`config.mk`:
```
export PLATFORM = sky130hd
export DESIGN_NAME = mm_array_ctrl
export DESIGN_NICKNAME = d
export VERILOG_FILES = /design/src/rtl/mm_array_ctrl.sv
export SDC_FILE = /design/constraint.sdc
export NUM_CORES = 1
export LEC_CHECK = 0
export CORE_MARGIN = 1
export CORE_UTILIZATION = 40
export CTS_CLUSTER_SIZE = 12
export DETAILED_ROUTE_END_ITERATION = 7
export DONT_BUFFER_PORTS = 1
export HOLD_SLACK_MARGIN = 0.12
export SLEW_MARGIN = 20
export SYNTH_ARGS = -nofsm -noshare
export SYNTH_HDL_FRONTEND = slang
export SYNTH_SLANG_ARGS = --single-unit
```
`constraint.sdc`:
```
create_clock -name clk -period 2.54 [get_ports clk]
set_clock_uncertainty 0.2 [all_clocks]
set_input_delay 0.635 -clock clk [delete_from_list [all_inputs] [get_ports clk]]
set_output_delay 0.635 -clock clk [all_outputs]
set_load 0.01 [all_outputs]
```
`src/rtl/mm_array_ctrl.sv`:
```
// Sequencer for the NxN systolic matrix-multiply array: clears the array, streams K operand
// reads through per-slice input skew, waits out the pipeline drain and pulses done.
module mm_array_ctrl #(
   parameter int N   = 4,
   parameter int DW  = 8,
   parameter int K_W = 8
) (
   input  logic              clk,
   input  logic              rst_n,
   input  logic              start,
   input  logic [K_W-1:0]    k_len,
   output logic              busy,
   output logic              done,
   output logic              rd_en,
   output logic [K_W-1:0]    rd_addr,
   input  logic [N*DW-1:0]   a_col,
   input  logic [N*DW-1:0]   b_row,
   output logic [N*DW-1:0]   a_feed,
   output logic [N*DW-1:0]   b_feed,
   output logic              pe_enable,
   output logic              pe_rst_n
);

   localparam int DCW = $clog2(4 * N);
   localparam logic [DCW-1:0] DRAIN_LAST = DCW'(4 * N - 1);
   localparam logic [K_W-1:0] K_ONE = K_W'(1);

   typedef enum logic [2:0] {
      S_IDLE,
      S_CLEAR,
      S_FEED,
      S_DRAIN,
      S_DONE
   } state_t;

   state_t         state;
   logic [K_W-1:0] k_reg;
   logic [DCW-1:0] dcnt;
   logic           clr_phase;
   logic           vld;
   logic           clr;

   assign clr = (state == S_CLEAR);

   // Outputs are registered alongside the state: each transition loads the values of the state being entered.
   always_ff @(posedge clk or negedge rst_n) begin
      if (!rst_n) begin
         state     <= S_IDLE;
         k_reg     <= '0;
         dcnt      <= '0;
         clr_phase <= 1'b0;
         busy      <= 1'b0;
         done      <= 1'b0;
         rd_en     <= 1'b0;
         rd_addr   <= '0;
         pe_enable <= 1'b0;
         pe_rst_n  <= 1'b0;
      end else begin
         done <= 1'b0;
         case (state)
            S_IDLE: begin
               pe_rst_n <= 1'b1;
               if (start) begin
                  k_reg     <= k_len;
                  clr_phase <= 1'b0;
                  busy      <= 1'b1;
                  pe_rst_n  <= 1'b0;
                  state     <= S_CLEAR;
               end
            end
            S_CLEAR: begin
               clr_phase <= 1'b1;
               if (clr_phase) begin
                  pe_rst_n <= 1'b1;
                  if (k_reg == '0) begin
                     busy  <= 1'b0;
                     done  <= 1'b1;
                     state <= S_DONE;
                  end else begin
                     rd_en     <= 1'b1;
                     rd_addr   <= '0;
                     pe_enable <= 1'b1;
                     state     <= S_FEED;
                  end
               end
            end
            S_FEED: begin
               // rd_addr doubles as the feed counter; K >= 1 here so k_reg - 1 never underflows.
               if (rd_addr == k_reg - K_ONE) begin
                  rd_en <= 1'b0;
                  dcnt  <= '0;
                  state <= S_DRAIN;
               end else begin
                  rd_addr <= rd_addr + K_ONE;
               end
            end
            S_DRAIN: begin
               if (dcnt == DRAIN_LAST) begin
                  busy      <= 1'b0;
                  pe_enable <= 1'b0;
                  done      <= 1'b1;
                  state     <= S_DONE;
               end else begin
                  dcnt <= dcnt + 1'b1;
               end
            end
            S_DONE: begin
               state <= S_IDLE;
            end
            default: begin
               state <= S_IDLE;
            end
         endcase
      end
   end

   // Buffer data arrives one cycle after rd_en, so the registered strobe marks it valid.
   always_ff @(posedge clk or negedge rst_n) begin
      if (!rst_n) begin
         vld <= 1'b0;
      end else if (clr) begin
         vld <= 1'b0;
      end else begin
         vld <= rd_en;
      end
   end

   // Slice g is delayed by 2g+1 stages; invalid data is replaced by zero at the chain entry.
   for (genvar g = 0; g < N; g++) begin : g_skew
      localparam int D = 2 * g + 1;
      logic [DW-1:0] a_sr [D];
      logic [DW-1:0] b_sr [D];

      always_ff @(posedge clk or negedge rst_n) begin
         if (!rst_n) begin
            for (int s = 0; s < D; s++) begin
               a_sr[s] <= '0;
               b_sr[s] <= '0;
            end
         end else if (clr) begin
            for (int s = 0; s < D; s++) begin
               a_sr[s] <= '0;
               b_sr[s] <= '0;
            end
         end else begin
            a_sr[0] <= vld ? a_col[g*DW +: DW] : '0;
            b_sr[0] <= vld ? b_row[g*DW +: DW] : '0;
            for (int s = 1; s < D; s++) begin
               a_sr[s] <= a_sr[s-1];
               b_sr[s] <= b_sr[s-1];
            end
         end
      end

      assign a_feed[g*DW +: DW] = a_sr[D-1];
      assign b_feed[g*DW +: DW] = b_sr[D-1];
   end

endmodule
```
Word-level counts from Yosys, hierarchy flattened:

Cells that the tools add are included.

* memory bits (read-only): 0
* word-level logic and storage cells: 124
* register bits: 286
* memories kept: 0
* input port bits: 75
* output and inout port bits: 77
* latch bits: 0
* bits in writable memories: 0

* shifts and indexed selects: 0
* bitwise gates (word level): 0
* multiply operators: 0
* div/mod/pow operators: 0
* add/subtract/negate cells: 3
* $lt $le $gt $ge: 0
* reductions and logical operators: 16
* eq/ne operators: 13
* mux-type cells: 49

Operators with widths (count)
* 2-to-1 mux 56 bit: 2
* 2-to-1 mux 8 bit: 13
* 2-to-1 mux 40 bit: 2
* 2-to-1 mux 24 bit: 2
* case mux 8 bit (2 select lines): 1
* AND reduction 4 bit: 4
* 2-to-1 mux 3 bit: 5
* 2-to-1 mux 1 bit: 14
* != test 2 bit (second input constant): 7
* case mux 3 bit (4 select lines): 1
* case mux 1 bit (2 select lines): 5
* adder 8 x 1 -> 8 bit (second input constant): 1
* equality test 8 bit: 1
* logical NOT 8 bit: 1
* 2-to-1 mux 4 bit: 2
* case mux 4 bit (2 select lines): 1
* nonzero test 2 bit: 4
* subtractor 8 x 1 -> 8 bit (second input constant): 1
* equality test 3 x 2 -> 1 bit (second input constant): 2
* AND reduction 2 bit: 3
* AND reduction 5 bit: 1
* adder 4 x 1 -> 4 bit (second input constant): 1
* equality test 4 bit (second input constant): 1
* equality test 3 x 1 -> 1 bit (second input constant): 1
* other kinds (5): 5

Depth between registers and ports, before layout:

Gate-level depths: netlist of the first run.

* depth after elaboration: 4
* depth in mapped cells: 9
* mapped depth without buffers: 8

Least setup slack after synthesis of the first run:

OpenSTA, ideal clock, no wires.

* kind: reg2reg
* start: register k_reg[0]
* end: register state[0]
* path buffers: 0
* clock period less this slack: 2.600 ns
* setup time: 0.123 ns
* path slack: -0.060 ns
* data arrival time: 2.277 ns
* cell stages (with the launch flop): 7
* required time: 2.217 ns
* cell sequence: dfrtp_1 > or4_4 > o221a_1 > nor4_2 > nor4_2 > mux4_1 > nor2b_4

* word-level cells in the longest chain between the ends: 4

Ends and longest elaborated chain
* start: declaration: RTL line 37 `logic [K_W-1:0] k_reg;`
* start signal: assignment: RTL line 64 `k_reg <= k_len;`
* subtractor 8 x 1 -> 8 bit: RTL line 89 `if (rd_addr == k_reg - K_ONE) begin`
* equality test 8 bit: RTL line 89
* != test 2 bit (no line)
* AND reduction 4 bit (no line)
* end signal: assignment: RTL line 83 `state <= S_FEED;`
* end signal: assignment: RTL line 92 `state <= S_DRAIN;`
* end signal: assignment: RTL line 102 `state <= S_DONE;`
* end: declaration: RTL line 36 `state_t state;`

Every way passes these cells.
A chain may end at the register's enable or synchronous reset.

Final worst setup path of the first run:

* start: register k_reg[3]
* end: register state[0]

The elaborated chain is that of the path after synthesis.

==> impl_metrics.json, run 1 <==
{
  "outcome": "complete, but fails checks",
  "failed_checks": "negative hold slack, negative setup slack",
  "core_mm2": 0.02511,
  "worstRegToRegCells": 6,
  "ys_seq_elements": 286,
  "clkTransAtPathRegs_ps": 60,
  "dpl.hpwl_um": 10410,
  "endpoint_kind": "flop",
  "synth_seq_area_share": 0.7018,
  "rr_endpoint": "state[0]$_DFFE_PN0P_",
  "wirelength_um": 17660,
  "vias": 5369,
  "rsz0062_at_grt": "true",
  "max_slew.worst_pin.slew_ps": 905.1,
  "grt_util_met2": 0.2322,
  "design.die.area_mm2": 0.02614,
  "grtUsageTotal": 0.1370,
  "cp.arrival_ps": 2780,
  "synth_fp_nets": 852,
  "drive_above_1_share": 0.1187,
  "synthMuxAreaShare": 0.009201,
  "hold_buffers": 72,
  "synthXorXnorAreaFrac": 0.01031,
  "fin_cells": 1164,
  "die_w_um": 161.7,
  "required_ps": 2760,
  "insertedDiodeCount": 0,
  "syn_avg_cell_area_um2": 13.18,
  "ant_nets": 0,
  "start_kind": "flop",
  "io_buffers": 0,
  "max_cap_viol_count": 0,
  "final_cell_mix": "285 x dfrtp_1, 195 x and2_1, 72 x dlygate4sd3_1, 68 x and3_1, 30 x clkbuf_16",
  "nNetsFinal": 895,
  "clk_latency_ps": 550,
  "grt.overflow.total": 0,
  "die_h_um": 161.7,
  "met3_usage": 0.03524,
  "min_period_ps": 2556,
  "syn_to_final_growth_pct": 18.73,
  "pin_count": 152,
  "synthAdderAreaFrac": 0.003681,
  "relSlewSlack": 0.3966,
  "syn_inst": 774,
  "criticalPathCategory": "flop to flop",
  "grt_pass1_wl_um": 28590,
  "netlist_area_mm2": 0.01020,
  "numCtsBuffers": 30,
  "drc": 0,
  "drtIter0Drc": 336,
  "vias_per_cell": 4.613,
  "drv_slew": 0,
  "crit_path_max_fanout": 5,
  "power_mw": 11.68,
  "cts-root-buf": "clkbuf_16",
  "rows": 58,
  "yosysUniqueCellTypes": 43,
  "drt_pass1_iterations": 4,
  "timing.rr.start": "k_reg[3]$_DFFE_PN0P_",
  "tritoncts": "built",
  "top_usage_layer": "met2",
  "synth_compound_area_frac": 0.02356,
  "finalCritPeriodShare": 1.006,
  "antenna_found_initial": 0,
  "whs_ps": -411.8,
  "startpoint": "k_reg[3]$_DFFE_PN0P_",
  "htreeDepth": 1,
  "p_per_area_mw_per_mm2": 964.3,
  "start_util": 0.4062,
  "min_path_type": "input pin to async pin",
  "final.setup.worst_slack_ps": -16.18,
  "grt_max_degree": 287,
  "yosys_warnings": 0,
  "grt_pass1_vias": 5380,
  "vdd_drop_max_mv": 0.4771,
  "clk_path_buf_depth": 3,
  "routedWlPerCell_um": 15.17,
  "layout_commonest_cell": "dfrtp_1",
  "hold_viol_final": 286,
  "timing.fmax_mhz": 391.2,
  "dp.cells": 1039,
  "rrSetupSlack_ps": -20,
  "clkSinkCount": 286,
  "synth_top_family_by_area": "simple AND/OR/NAND/NOR gates",
  "p_leak_nw": 5.378,
  "gp_congestion": 0.6578,
  "setup_violations": 1,
  "synth-simple-area-share": 0.1957,
  "grt_use_met1": 0.1731,
  "reg_top3": "g_skew.a_sr (104), g_skew.b_sr (104)"
}
logic make-up after synthesis:
logic type               count (synthesis)
adder cells (fa/ha/maj)                  3
buffers and inverters                  103
XOR/XNOR                                12
AND/OR/NAND/NOR                        326
flip-flops                             286
AO/OA/AOI/OAI                           37
multiplexers                             7
how the worst max path moves through the flow:
| stage | end | slack, ps | cells past startpoint |
|---|---|---|---|
| after floorplan | dcnt[2]$_DFFE_PN0P_ | -40 | 7 |
| after global placement | state[0]$_DFFE_PN0P_ | -130 | 6 |
| after detailed placement | state[0]$_DFFE_PN0P_ | -170 | 6 |
| after CTS | state[0]$_DFFE_PN0P_ | -60 | 7 |
| after global routing | state[0]$_DFFE_PN0P_ | -130 | 6 |
| final | state[0]$_DFFE_PN0P_ | -20 | 6 |
critical path, stage by stage (launching register included):
cell and delay [ps]:
dfrtp_1 370, or4_4 550, o221a_1 290, nor4_4 320, nor4_4 100, mux4_2 480
nor2b_4 130
layout make-up:
class / count / area (µm²)
clock buffers: 41 / 812.0
well taps: 330 / 412.9
inverters: 11 / 41.29
clock inverters: 8 / 117.6
multi-input cells: 385 / 2589
flip-flops and latches: 286 / 7158
fillers: 2234 / 13000
repair buffers: 103 / 978.4
report_power, final:
group	internal, mW	switching (mW)
Clock	2.42	1.69
Combinational	0.909	0.839
Sequential	5.36	0.462
cell usage after synthesis:
cell / count / area, µm²
or3b_2: 1 / 8.760
nor2b_1: 2 / 12.51
inv_1: 11 / 41.29
o21bai_1: 2 / 15.01
nand4_1: 2 / 12.51
nor4_2: 2 / 25.02
a31oi_1: 1 / 6.260
a21o_1: 1 / 7.510
o21ai_0: 14 / 70.07
nor2b_4: 1 / 13.76
nor3_1: 5 / 25.02
buf_4: 48 / 360.4
and3_1: 68 / 425.4
nor2_1: 11 / 41.29
or2b_1: 1 / 7.510
o221a_1: 1 / 11.26
xor2_1: 7 / 61.31
or3_1: 1 / 6.260
nor4_1: 5 / 31.28
mux2_2: 6 / 67.56
and2_1: 195 / 1220
nand3b_1: 1 / 7.510
or4_4: 1 / 11.26
clkbuf_1: 41 / 153.9
clkbuf_2: 2 / 10.01
a22oi_1: 1 / 7.510
nor3b_1: 1 / 7.510
or4_1: 4 / 30.03
a211oi_1: 1 / 7.510
a2bb2oi_1: 1 / 8.760
mux4_1: 1 / 26.28
nand3_1: 11 / 55.05
ha_1: 3 / 37.54
buf_1: 1 / 3.750
a21oi_1: 8 / 40.04
o32a_1: 1 / 10.01
nand2_1: 13 / 48.80
nand2b_1: 1 / 6.260
dfrtp_1: 286 / 7157
o2bb2ai_1: 2 / 17.52
o41ai_2: 1 / 16.27
o211ai_1: 3 / 22.52
xnor2_1: 5 / 43.79
routing by layer:
metal / vias up / wire length [µm] / share of wire
met5: - / 0 / 0
met4: 0 / 259 / 0.015
met3: 27 / 1051 / 0.060
met2: 116 / 8870 / 0.50
met1: 2704 / 7482 / 0.42
li1: 2522 / - / -
metrics by stage:
step	util	worst slack, ps	hold WS [ps]	area [µm²]	TNS (ps)
6_report	0.4823	-16.18	-411.8	12110	-16.18
3_3_place_gp	0.4119	-132.1	149.5	10340	-855.8
2_1_floorplan	-	-42.43	139.4	10220	-138.5
3_5_place_dp	0.4119	-166.7	145.6	10340	-1563
5_1_grt	0.4823	-129.9	-451.2	12110	-774.0
4_1_cts	0.4808	-55.22	-450.0	12070	-187.4
repair_timing:
item	CTS	global route
resized for setup	14	10
endpoints found under the hold margin	358	286
buffers inserted	3	3
pin swaps	7	11
setup endpoints to repair	14	14
(Power assumes the default switching activity.)
==> inputs of run 2 (changes only) <==
Settings changed: CTS_BUF_LIST from default to sky130_fd_sc_hd__clkbuf_4, SKIP_LAST_GASP from default to 1.
==> impl_metrics.json, run 2 (synthesis results as in run 1) <==
{
  "ant_nets": 0,
  "worstRegToRegCells": 6,
  "post-route-util": 0.4782,
  "clk_path_buf_depth": 3,
  "max_slew.worst_pin.slew_ps": 905.0,
  "failed_checks": "negative hold slack, negative setup slack",
  "relSlewSlack": 0.3967,
  "max_cap_viol_count": 0,
  "drtIter0Drc": 291,
  "crit_top_cell": "nor4_4",
  "rows": 58,
  "vias_per_cell": 4.609,
  "pin_count": 152,
  "start_kind": "flop",
  "wirelength_um": 18100,
  "drt_pass1_iterations": 4,
  "place_area_mm2": 0.01034,
  "power_mw": 11.26,
  "syn_to_final_growth_pct": 17.74,
  "critPathSlowestCell": "or4_4",
  "reg_top3": "g_skew.a_sr (104), g_skew.b_sr (104)",
  "grt_pass1_vias": 5829,
  "min_period_ps": 2649,
  "nFillCells": 2280,
  "vias": 5669,
  "crit_path_max_fanout": 5,
  "clk_latency_ps": 660,
  "timing.fmax_mhz": 377.5,
  "nNetsFinal": 938,
  "antenna_found_initial": 1,
  "drive_above_1_share": 0.1761,
  "hold_viol_final": 286,
  "hold_buffers": 73,
  "startpoint": "k_reg[0]$_DFFE_PN0P_",
  "drc": 0,
  "grt_pass1_wl_um": 29230,
  "clkSinkCount": 286,
  "cp_cell_sequence": "or4_4, o221a_1, nor4_4, nor4_4, mux4_2, nor2b_4",
  "criticalPathCategory": "flop to flop",
  "dpl.hpwl_um": 10410,
  "die_w_um": 161.7,
  "min_path_type": "input pin to async pin",
  "endpoint_kind": "flop",
  "numCtsBuffers": 75,
  "grt.overflow.total": 0,
  "outcome": "complete, but fails checks",
  "required_ps": 2850,
  "final_cell_mix": "285 x dfrtp_1, 195 x and2_1, 100 x clkbuf_4, 73 x dlygate4sd3_1, 68 x and3_1",
  "cpPeakStageDelay_ps": 560,
  "rrSetupSlack_ps": -110,
  "rsz0062_at_grt": "true",
  "timing.rr.start": "k_reg[0]$_DFFE_PN0P_",
  "whs_ps": -524.2,
  "grt_max_degree": 287,
  "design.die.area_mm2": 0.02614,
  "final.setup.worst_slack_ps": -109.1,
  "io_buffers": 0,
  "clkTransAtPathRegs_ps": 60,
  "grtUsageTotal": 0.1440,
  "gp_congestion": 0.6578,
  "rr_endpoint": "state[0]$_DFFE_PN0P_",
  "tritoncts": "built",
  "p_per_area_mw_per_mm2": 937.4,
  "drv_slew": 0,
  "cp.arrival_ps": 2960,
  "fin_area_mm2": 0.01201,
  "setup_violations": 6,
  "crit_end": "state[0]$_DFFE_PN0P_",
  "finalCritPeriodShare": 1.043,
  "htreeDepth": 3,
  "routedWlPerCell_um": 14.72,
  "cts-root-buf": "clkbuf_4",
  "core_mm2": 0.02511,
  "layout_commonest_cell": "dfrtp_1",
  "p_leak_nw": 5.424,
  "die_h_um": 161.7,
  "vdd_drop_max_mv": 0.4019,
  "tns_ps": -223.5,
  "start_util": 0.4062
}
-- run 2: what timing repair did --
action	in CTS	in global routing
pin swaps	3	2
gates resized for setup	3	6
endpoints found under the setup margin	14	14
setup buffers	1	0
endpoints found under the hold margin	359	286
-- run 2: worst min path at each step --
stage | from | to | slack [ps]
6_report | rst_n | b_feed[20]$_DFF_PN0_ | -520
2_1_floorplan | rst_n | a_feed[10]$_DFF_PN0_ | 140
3_5_place_dp | rst_n | g_skew[2].b_sr[12]$_DFF_PN0_ | 150
4_1_cts | rst_n | g_skew[2].b_sr[12]$_DFF_PN0_ | -610
5_1_grt | rst_n | b_feed[20]$_DFF_PN0_ | -620
3_3_place_gp | rst_n | g_skew[2].b_sr[12]$_DFF_PN0_ | 150
-- run 2: layer usage --
layer  track usage  vias to the layer above  part of all wire
met2        0.2335                      161              0.51
met1        0.1665                     2817              0.40
met4       0.08019                        0             0.026
li1              -                     2650                 -
met5             0                        -                 0
met3       0.05107                       41             0.066
-- run 2: worst max-delay path: cells and delay by family (launching register included) --
kind,cells,cell delay (ps)
muxes,1,480
and+or+nand+nor,4,1110
DFF,1,400
AOI/OAI and AO/OA,1,310
-- run 2: layout make-up --
class / instances / area [µm²] / share of cell area
clock buffers: 100 / 750.7 / 0.06252
diodes: 3 / 7.507 / 0.0006252
flip-flops and latches: 286 / 7158 / 0.5961
clock inverters: 14 / 123.9 / 0.01032
inverters: 11 / 41.29 / 0.003439
repair buffers: 101 / 965.9 / 0.08044
well taps: 330 / 412.9 / 0.03439
multi-input cells: 385 / 2547 / 0.2121
-- run 2: where the power goes --
part	total (mW)	switching [mW]	internal, mW	leakage, nW
clock	3.73	1.72	2.01	0.517
sequential	5.81	0.455	5.36	3.35
combinational	1.71	0.827	0.885	1.55
total	11.3	3.00	8.26	5.42
-- run 2: metrics by stage --
stage,instances,setup slack (ps)
2_1_floorplan,774,-42.43
3_3_place_gp,1039,-132.1
3_5_place_dp,1039,-166.7
4_1_cts,1227,-106.9
5_1_grt,1230,-211.3
6_report,1230,-109.1
